**config.mk**
```make
export PLATFORM = sky130hd
export DESIGN_NAME = f1_timing_ctrl_flat
export DESIGN_NICKNAME = d
export VERILOG_FILES = /design/src/rtl/f1_pkg.sv /design/src/rtl/f1_timing_ctrl_if.sv /design/src/rtl/f1_timing_ctrl_lfsr7.sv /design/src/rtl/f1_timing_ctrl.sv /design/src/flat_wrapper.sv
export SDC_FILE = /design/constraint.sdc
export NUM_CORES = 1
export LEC_CHECK = 0
export BUFFER_PORTS_ARGS = -buffer_cell sky130_fd_sc_hd__buf_2
export CORE_MARGIN = 5
export CORE_UTILIZATION = 45
export CTS_BUF_LIST = sky130_fd_sc_hd__clkbuf_4 sky130_fd_sc_hd__clkbuf_8 sky130_fd_sc_hd__clkbuf_16
export DETAILED_ROUTE_END_ITERATION = 12
export PLACE_DENSITY_LB_ADDON = 0.25
export SETUP_SLACK_MARGIN = 0.2
export SYNTH_ARGS = -nofsm -noshare
export SYNTH_HDL_FRONTEND = slang
export SYNTH_SLANG_ARGS = --single-unit
export TNS_END_PERCENT = 1
```
**constraint.sdc**
```tcl
create_clock -name clk -period 6.8 [get_ports clk]
set_input_delay 1.02 -clock clk [delete_from_list [all_inputs] [get_ports clk]]
set_output_delay 1.02 -clock clk [all_outputs]
set_load 0.02 [all_outputs]
```
**src/rtl/f1_pkg.sv**
```systemverilog
// f1_pkg: shared state encoding, delay LFSR constants and default width for the F1 reaction timer
package f1_pkg;
  typedef enum logic [1:0] {IDLE, SEQ, DELAY, REACT} state_t;
  localparam int LFSR_W = 7;
  localparam logic [LFSR_W-1:0] LFSR_TAPS = 7'h60;
  localparam int DEF_WIDTH = 16;
endpackage

```
**src/rtl/f1_timing_ctrl_if.sv**
```systemverilog
// f1_timing_ctrl_if: command, button and result signals between the start-light FSM and the timing block
interface f1_timing_ctrl_if import f1_pkg::*; #(parameter int WIDTH = DEF_WIDTH);
  logic cmd_seq, cmd_delay, btn, tick, lights_out, react_valid, jump_start, busy;
  logic [WIDTH-1:0] n_period, react_time;
  modport master(
    output cmd_seq, cmd_delay, n_period, btn,
    input tick, lights_out, react_valid, react_time, jump_start, busy
  );
  modport slave(
    input cmd_seq, cmd_delay, n_period, btn,
    output tick, lights_out, react_valid, react_time, jump_start, busy
  );
endinterface

```
**src/rtl/f1_timing_ctrl_lfsr7.sv**
```systemverilog
// lfsr7: free-running 7-bit Fibonacci LFSR (x^7+x^6+1), maximal length so it never reaches zero
module lfsr7 import f1_pkg::*; #(
  parameter logic [LFSR_W-1:0] SEED = 7'h01
) (
  input  logic              clk,
  input  logic              rst,
  output logic [LFSR_W-1:0] q
);
  always_ff @(posedge clk or posedge rst)
    if (rst) q <= SEED;
    else q <= {q[LFSR_W-2:0], ^(q & LFSR_TAPS)};
endmodule

```
**src/rtl/f1_timing_ctrl.sv**
```systemverilog
// f1_timing_ctrl: tick generator, random hold and reaction timer; F1_JUMP_START_EN enables jump-start detection
module f1_timing_ctrl import f1_pkg::*; #(
  parameter int WIDTH = DEF_WIDTH,
  parameter logic [LFSR_W-1:0] LFSR_SEED = 7'h01
) (
  input logic clk,
  input logic rst,
  f1_timing_ctrl_if.slave bus
);
  state_t state;
  logic [WIDTH-1:0] cnt, rcnt, time_r, per_m1;
  logic [LFSR_W-1:0] dcnt, lq;
  logic btn_q, tick_r, lights_r, valid_r, busy_r, rise, jump;
  lfsr7 #(.SEED(LFSR_SEED)) u_lfsr (.clk(clk), .rst(rst), .q(lq));
  assign per_m1 = (bus.n_period == '0) ? '0 : bus.n_period - WIDTH'(1);
  assign rise = bus.btn & ~btn_q;
`ifdef F1_JUMP_START_EN
  logic js_r;
  assign jump = rise && (state == SEQ || state == DELAY);
  always_ff @(posedge clk or posedge rst)
    if (rst) js_r <= 1'b0;
    else js_r <= jump;
  assign bus.jump_start = js_r;
`else
  assign jump = 1'b0;
  assign bus.jump_start = 1'b0;
`endif
  // the hold counts whole periods: dcnt counts down once per period expiry
  always_ff @(posedge clk or posedge rst)
    if (rst) begin
      state <= IDLE;
      cnt <= '0;
      rcnt <= '0;
      dcnt <= '0;
      btn_q <= 1'b0;
      tick_r <= 1'b0;
      lights_r <= 1'b0;
      valid_r <= 1'b0;
      busy_r <= 1'b0;
      time_r <= '0;
    end else begin
      btn_q <= bus.btn;
      tick_r <= 1'b0;
      lights_r <= 1'b0;
      valid_r <= 1'b0;
      case (state)
        IDLE:
          if (bus.cmd_delay) begin
            state <= DELAY;
            cnt <= per_m1;
            dcnt <= lq;
            busy_r <= 1'b1;
          end else if (bus.cmd_seq) begin
            state <= SEQ;
            cnt <= per_m1;
            busy_r <= 1'b1;
          end
        SEQ:
          if (jump) begin
            state <= IDLE;
            busy_r <= 1'b0;
          end else if (bus.cmd_delay) begin
            state <= DELAY;
            cnt <= per_m1;
            dcnt <= lq;
          end else if (!bus.cmd_seq) begin
            state <= IDLE;
            busy_r <= 1'b0;
          end else if (cnt == '0) begin
            tick_r <= 1'b1;
            cnt <= per_m1;
          end else cnt <= cnt - WIDTH'(1);
        DELAY:
          if (jump) begin
            state <= IDLE;
            busy_r <= 1'b0;
          end else if (cnt == '0) begin
            cnt <= per_m1;
            if (dcnt == LFSR_W'(1)) begin
              tick_r <= 1'b1;
              lights_r <= 1'b1;
              rcnt <= '0;
              state <= REACT;
            end else dcnt <= dcnt - LFSR_W'(1);
          end else cnt <= cnt - WIDTH'(1);
        REACT:
          if (rise) begin
            valid_r <= 1'b1;
            time_r <= rcnt;
            state <= IDLE;
            busy_r <= 1'b0;
          end else if (!(&rcnt)) rcnt <= rcnt + WIDTH'(1);
        default: state <= IDLE;
      endcase
    end
  assign bus.tick = tick_r;
  assign bus.lights_out = lights_r;
  assign bus.react_valid = valid_r;
  assign bus.react_time = time_r;
  assign bus.busy = busy_r;
endmodule

```
**src/flat_wrapper.sv**
```systemverilog
// flat-port wrapper written by rule: the top's interface ports become plain ports
module f1_timing_ctrl_flat import f1_pkg::*;
#(
  parameter int WIDTH = DEF_WIDTH,
  parameter logic [LFSR_W-1:0] LFSR_SEED = 7'h01
)
  (clk, rst, bus_cmd_seq, bus_cmd_delay, bus_n_period, bus_btn, bus_tick, bus_lights_out, bus_react_valid, bus_react_time, bus_jump_start, bus_busy);
  f1_timing_ctrl_if #(.WIDTH(WIDTH)) bus_i ();
  input logic clk;
  input logic rst;
  input wire logic [$bits(bus_i.cmd_seq)-1:0] bus_cmd_seq;
  input wire logic [$bits(bus_i.cmd_delay)-1:0] bus_cmd_delay;
  input wire logic [$bits(bus_i.n_period)-1:0] bus_n_period;
  input wire logic [$bits(bus_i.btn)-1:0] bus_btn;
  output wire logic [$bits(bus_i.tick)-1:0] bus_tick;
  output wire logic [$bits(bus_i.lights_out)-1:0] bus_lights_out;
  output wire logic [$bits(bus_i.react_valid)-1:0] bus_react_valid;
  output wire logic [$bits(bus_i.react_time)-1:0] bus_react_time;
  output wire logic [$bits(bus_i.jump_start)-1:0] bus_jump_start;
  output wire logic [$bits(bus_i.busy)-1:0] bus_busy;
  assign bus_i.cmd_seq = bus_cmd_seq;
  assign bus_i.cmd_delay = bus_cmd_delay;
  assign bus_i.n_period = bus_n_period;
  assign bus_i.btn = bus_btn;
  assign bus_tick = bus_i.tick;
  assign bus_lights_out = bus_i.lights_out;
  assign bus_react_valid = bus_i.react_valid;
  assign bus_react_time = bus_i.react_time;
  assign bus_jump_start = bus_i.jump_start;
  assign bus_busy = bus_i.busy;
  f1_timing_ctrl #(.WIDTH(WIDTH), .LFSR_SEED(LFSR_SEED)) u_core (.clk(clk), .rst(rst), .bus(bus_i));
endmodule
```
==> impl_metrics.json <==
{
  "holdPathStages": 0,
  "ys_types": 70,
  "htree_num_levels": 3,
  "tns_ns": 0,
  "antenna_found_initial": 0,
  "cp.required_ns": 7.04,
  "syn_area_um2": 4106,
  "finClkSkew_ns": 0.01129,
  "p_per_area_nw_per_um2": 390.6,
  "timing.fmax_mhz": 323.2,
  "rrSetupSlack_ns": 3.71,
  "clkLatencyLatePin_ns": 0.36,
  "worst_pin_slew_ns": 1.038,
  "syn_inst": 461,
  "routed_wirelength_um": 9543,
  "slew_headroom": 0.3080,
  "p_sw_frac": 0.4397,
  "total_leakage_power_nw": 2.008,
  "rsz0062_at_grt": "false",
  "postLayoutCoreUtil": 0.5230,
  "grt_pass1_wl_um": 16550,
  "ctsResizeCount": 0,
  "drv_cap": 0,
  "hold_class": "reg -> reg",
  "yosysMostFrequentCell": "nand2_1",
  "synthFlopType": "dfrtp_1",
  "synth.yosys.seq_area_share": 0.4208,
  "first_pass_iters": 5,
  "drt-wirelength-per-cell_um": 15.59,
  "start_util": 0.4663,
  "avgViaCountPerCell": 5.899,
  "cts.clk_slew.worst_paths_ns": 0.08,
  "ant_nets": 0,
  "place_ws_ns": 3.555,
  "nNetsFinal": 530,
  "reg2reg_depth": 6,
  "multi_input_area_um2": 2216,
  "p_clk_frac": 0.218,
  "slew_violations": 0,
  "power_switching_mw": 0.7909,
  "synth_seq_cells": 69,
  "cp.arrival_ns": 3.33,
  "cts_tree": "built",
  "synth_edf_count": 0,
  "path_max_fanout": 22,
  "via_count": 3610,
  "synth_top_area_frac": 0.4144,
  "rows": 34,
  "grt-ovfl-total": 0,
  "grtUsageTotal": 0.1781,
  "grt_pass1_vias": 3528,
  "period_share": 0.4550,
  "synth_top_cells_by_count": "nand2_1, dfrtp_1, a21oi_1",
  "syn-num-nets": 492,
  "setup_viol": 0,
  "hold_viol_final": 0,
  "finalCriticalPeriod_ns": 3.094,
  "io_pins": 42,
  "area_delta_synth_final_pct": 12.16,
  "diodes": 0,
  "die_h_um": 105.5,
  "r2r_end": "u_core.cnt[13]$_DFFE_PP0P_",
  "layout_setup_ws_ns": 3.706,
  "min_from": "u_core.u_lfsr.q[3]$_DFF_PP0_",
  "die_area_um2": 11140,
  "worstSetupStartpointType": "flip-flop",
  "clock-sinks": 69,
  "power_mw": 1.799,
  "synthTopCellsByArea": "dfrtp_1, nand2_1, a21oi_1, o31ai_1, ha_1",
  "timing.rr.start": "u_core.state[0]$_DFFE_PP0P_",
  "cts_buffers": 9,
  "fillers": 801,
  "max-vdd-ir-drop_mv": 0.1991,
  "yosysTopAreaCell": "dfrtp_1",
  "hpwl_um": 6840,
  "ctsHoldBuffers": 0,
  "startpoint": "u_core.state[0]$_DFFE_PP0P_",
  "numPortBuffers": 40,
  "register_area_um2": 1728,
  "drc": 0,
  "min_to": "u_core.u_lfsr.q[4]$_DFF_PP0_",
  "die-width_um": 105.5,
  "endpoint_kind": "flip-flop",
  "critical_path_class": "reg -> reg",
  "internal_power_mw": 1.008,
  "gp_congestion": 0.8635,
  "core-area_um2": 8806,
  "cts-root-buf": "clkbuf_8",
  "combPwrFrac": 0.445,
  "first_iter_violations": 269,
  "grt_max_degree": 70,
  "status": "finished, final reports clean",
  "async_reset_ff_frac": 1.000,
  "avgSynthCellArea_um2": 8.908,
  "max-clock-path-buffers": 2,
  "yosysWarnings": 0,
  "drive_gt1_frac": 0.1687,
  "power_frac_seq": 0.337,
  "post_cts_buffers": 0
}
placed cells by master, fill, tap and decap left out, drive strengths merged, types with 7 or more instances in the layout:
cell	n
o31ai	19
a31oi	7
or4	9
nand2	81
dfrtp	68
o211ai	11
inv	21
a21oi	30
or3	10
nor4	8
nor2	21
nor3	13
clkbuf	9
o21ai	18
nand4	7
ha	10
nand3	17
buf	44
per-stage QoR:
stage          instances  hold WS, ns  cell area, um2
6_report             612       0.3798            4606
5_1_grt              612       0.3863            4606
4_1_cts              612       0.3792            4606
3_5_place_dp         596       0.3614            4377
3_3_place_gp         596       0.3648            4377
2_1_floorplan        461       0.3544            4106
final cells by class:
| type | instances | share of cell area |
|---|---|---|
| Tap cell | 108 | 0.02934 |
| Timing Repair Buffer | 44 | 0.04999 |
| Clock inverter | 7 | 0.02282 |
| Multi-Input combinational cell | 357 | 0.4811 |
| Inverter | 18 | 0.01467 |
| Clock buffer | 9 | 0.02689 |
| Sequential cell | 69 | 0.3752 |
kinds of logic (layout without fill, tap and decap cells):
logic type | count (synthesis) | after routing | synth area share
other cells | 1 | 1 | 0.0009132
compound gates | 122 | 122 | 0.2032
flops | 69 | 69 | 0.4208
fa+ha+maj | 10 | 10 | 0.03047
xor+xnor | 11 | 11 | 0.02346
buf+inv | 35 | 78 | 0.03961
simple gates | 207 | 207 | 0.2660
mux | 6 | 6 | 0.01554
power groups by stage:
stage | logic, mW | registers (mW) | clock network (mW)
floorplan | 0.611 | 0.603 | 0
global placement | 0.777 | 0.610 | 0
detailed placement | 0.795 | 0.612 | 0
CTS | 0.796 | 0.605 | 0.400
global route | 0.894 | 0.624 | 0.416
finish | 0.800 | 0.606 | 0.392
registers in the layout (all words and copies together), names as in the netlist, 2 cells and up:
name	cells
u_core.u_lfsr.q	7
u_core.rcnt	16
u_core.cnt	16
u_core.dcnt	7
u_core.bus.react_time	16
u_core.state	2
how the worst max path moves through the flow:
stage                     slack (ns)  depth (start not counted)                         end
final                           3.71                          6  u_core.cnt[13]$_DFFE_PP0P_
after detailed placement        3.56                          7  u_core.rcnt[9]$_DFFE_PP0P_
after floorplan                 3.97                          7  u_core.cnt[14]$_DFFE_PP0P_
after global routing            3.47                          7  u_core.rcnt[9]$_DFFE_PP0P_
after CTS                       3.72                          7  u_core.rcnt[9]$_DFFE_PP0P_
after global placement          3.67                          7  u_core.rcnt[9]$_DFFE_PP0P_
routing by layer:
layer  wire length (um)  global-route usage
met1               4292              0.2190
met4                197             0.06660
met2               4642              0.3060
met5                  0                   0
met3                409             0.03973
critical path, stage by stage (launching register included):
cell and delay (ns):
dfrtp_1 0.44, inv_1 0.14, ha_1 0.67, o21ai_1 0.41, a21oi_1 0.66, nand3_1 0.28
o311ai_0 0.38
Power figures use the tool's default switching activity.
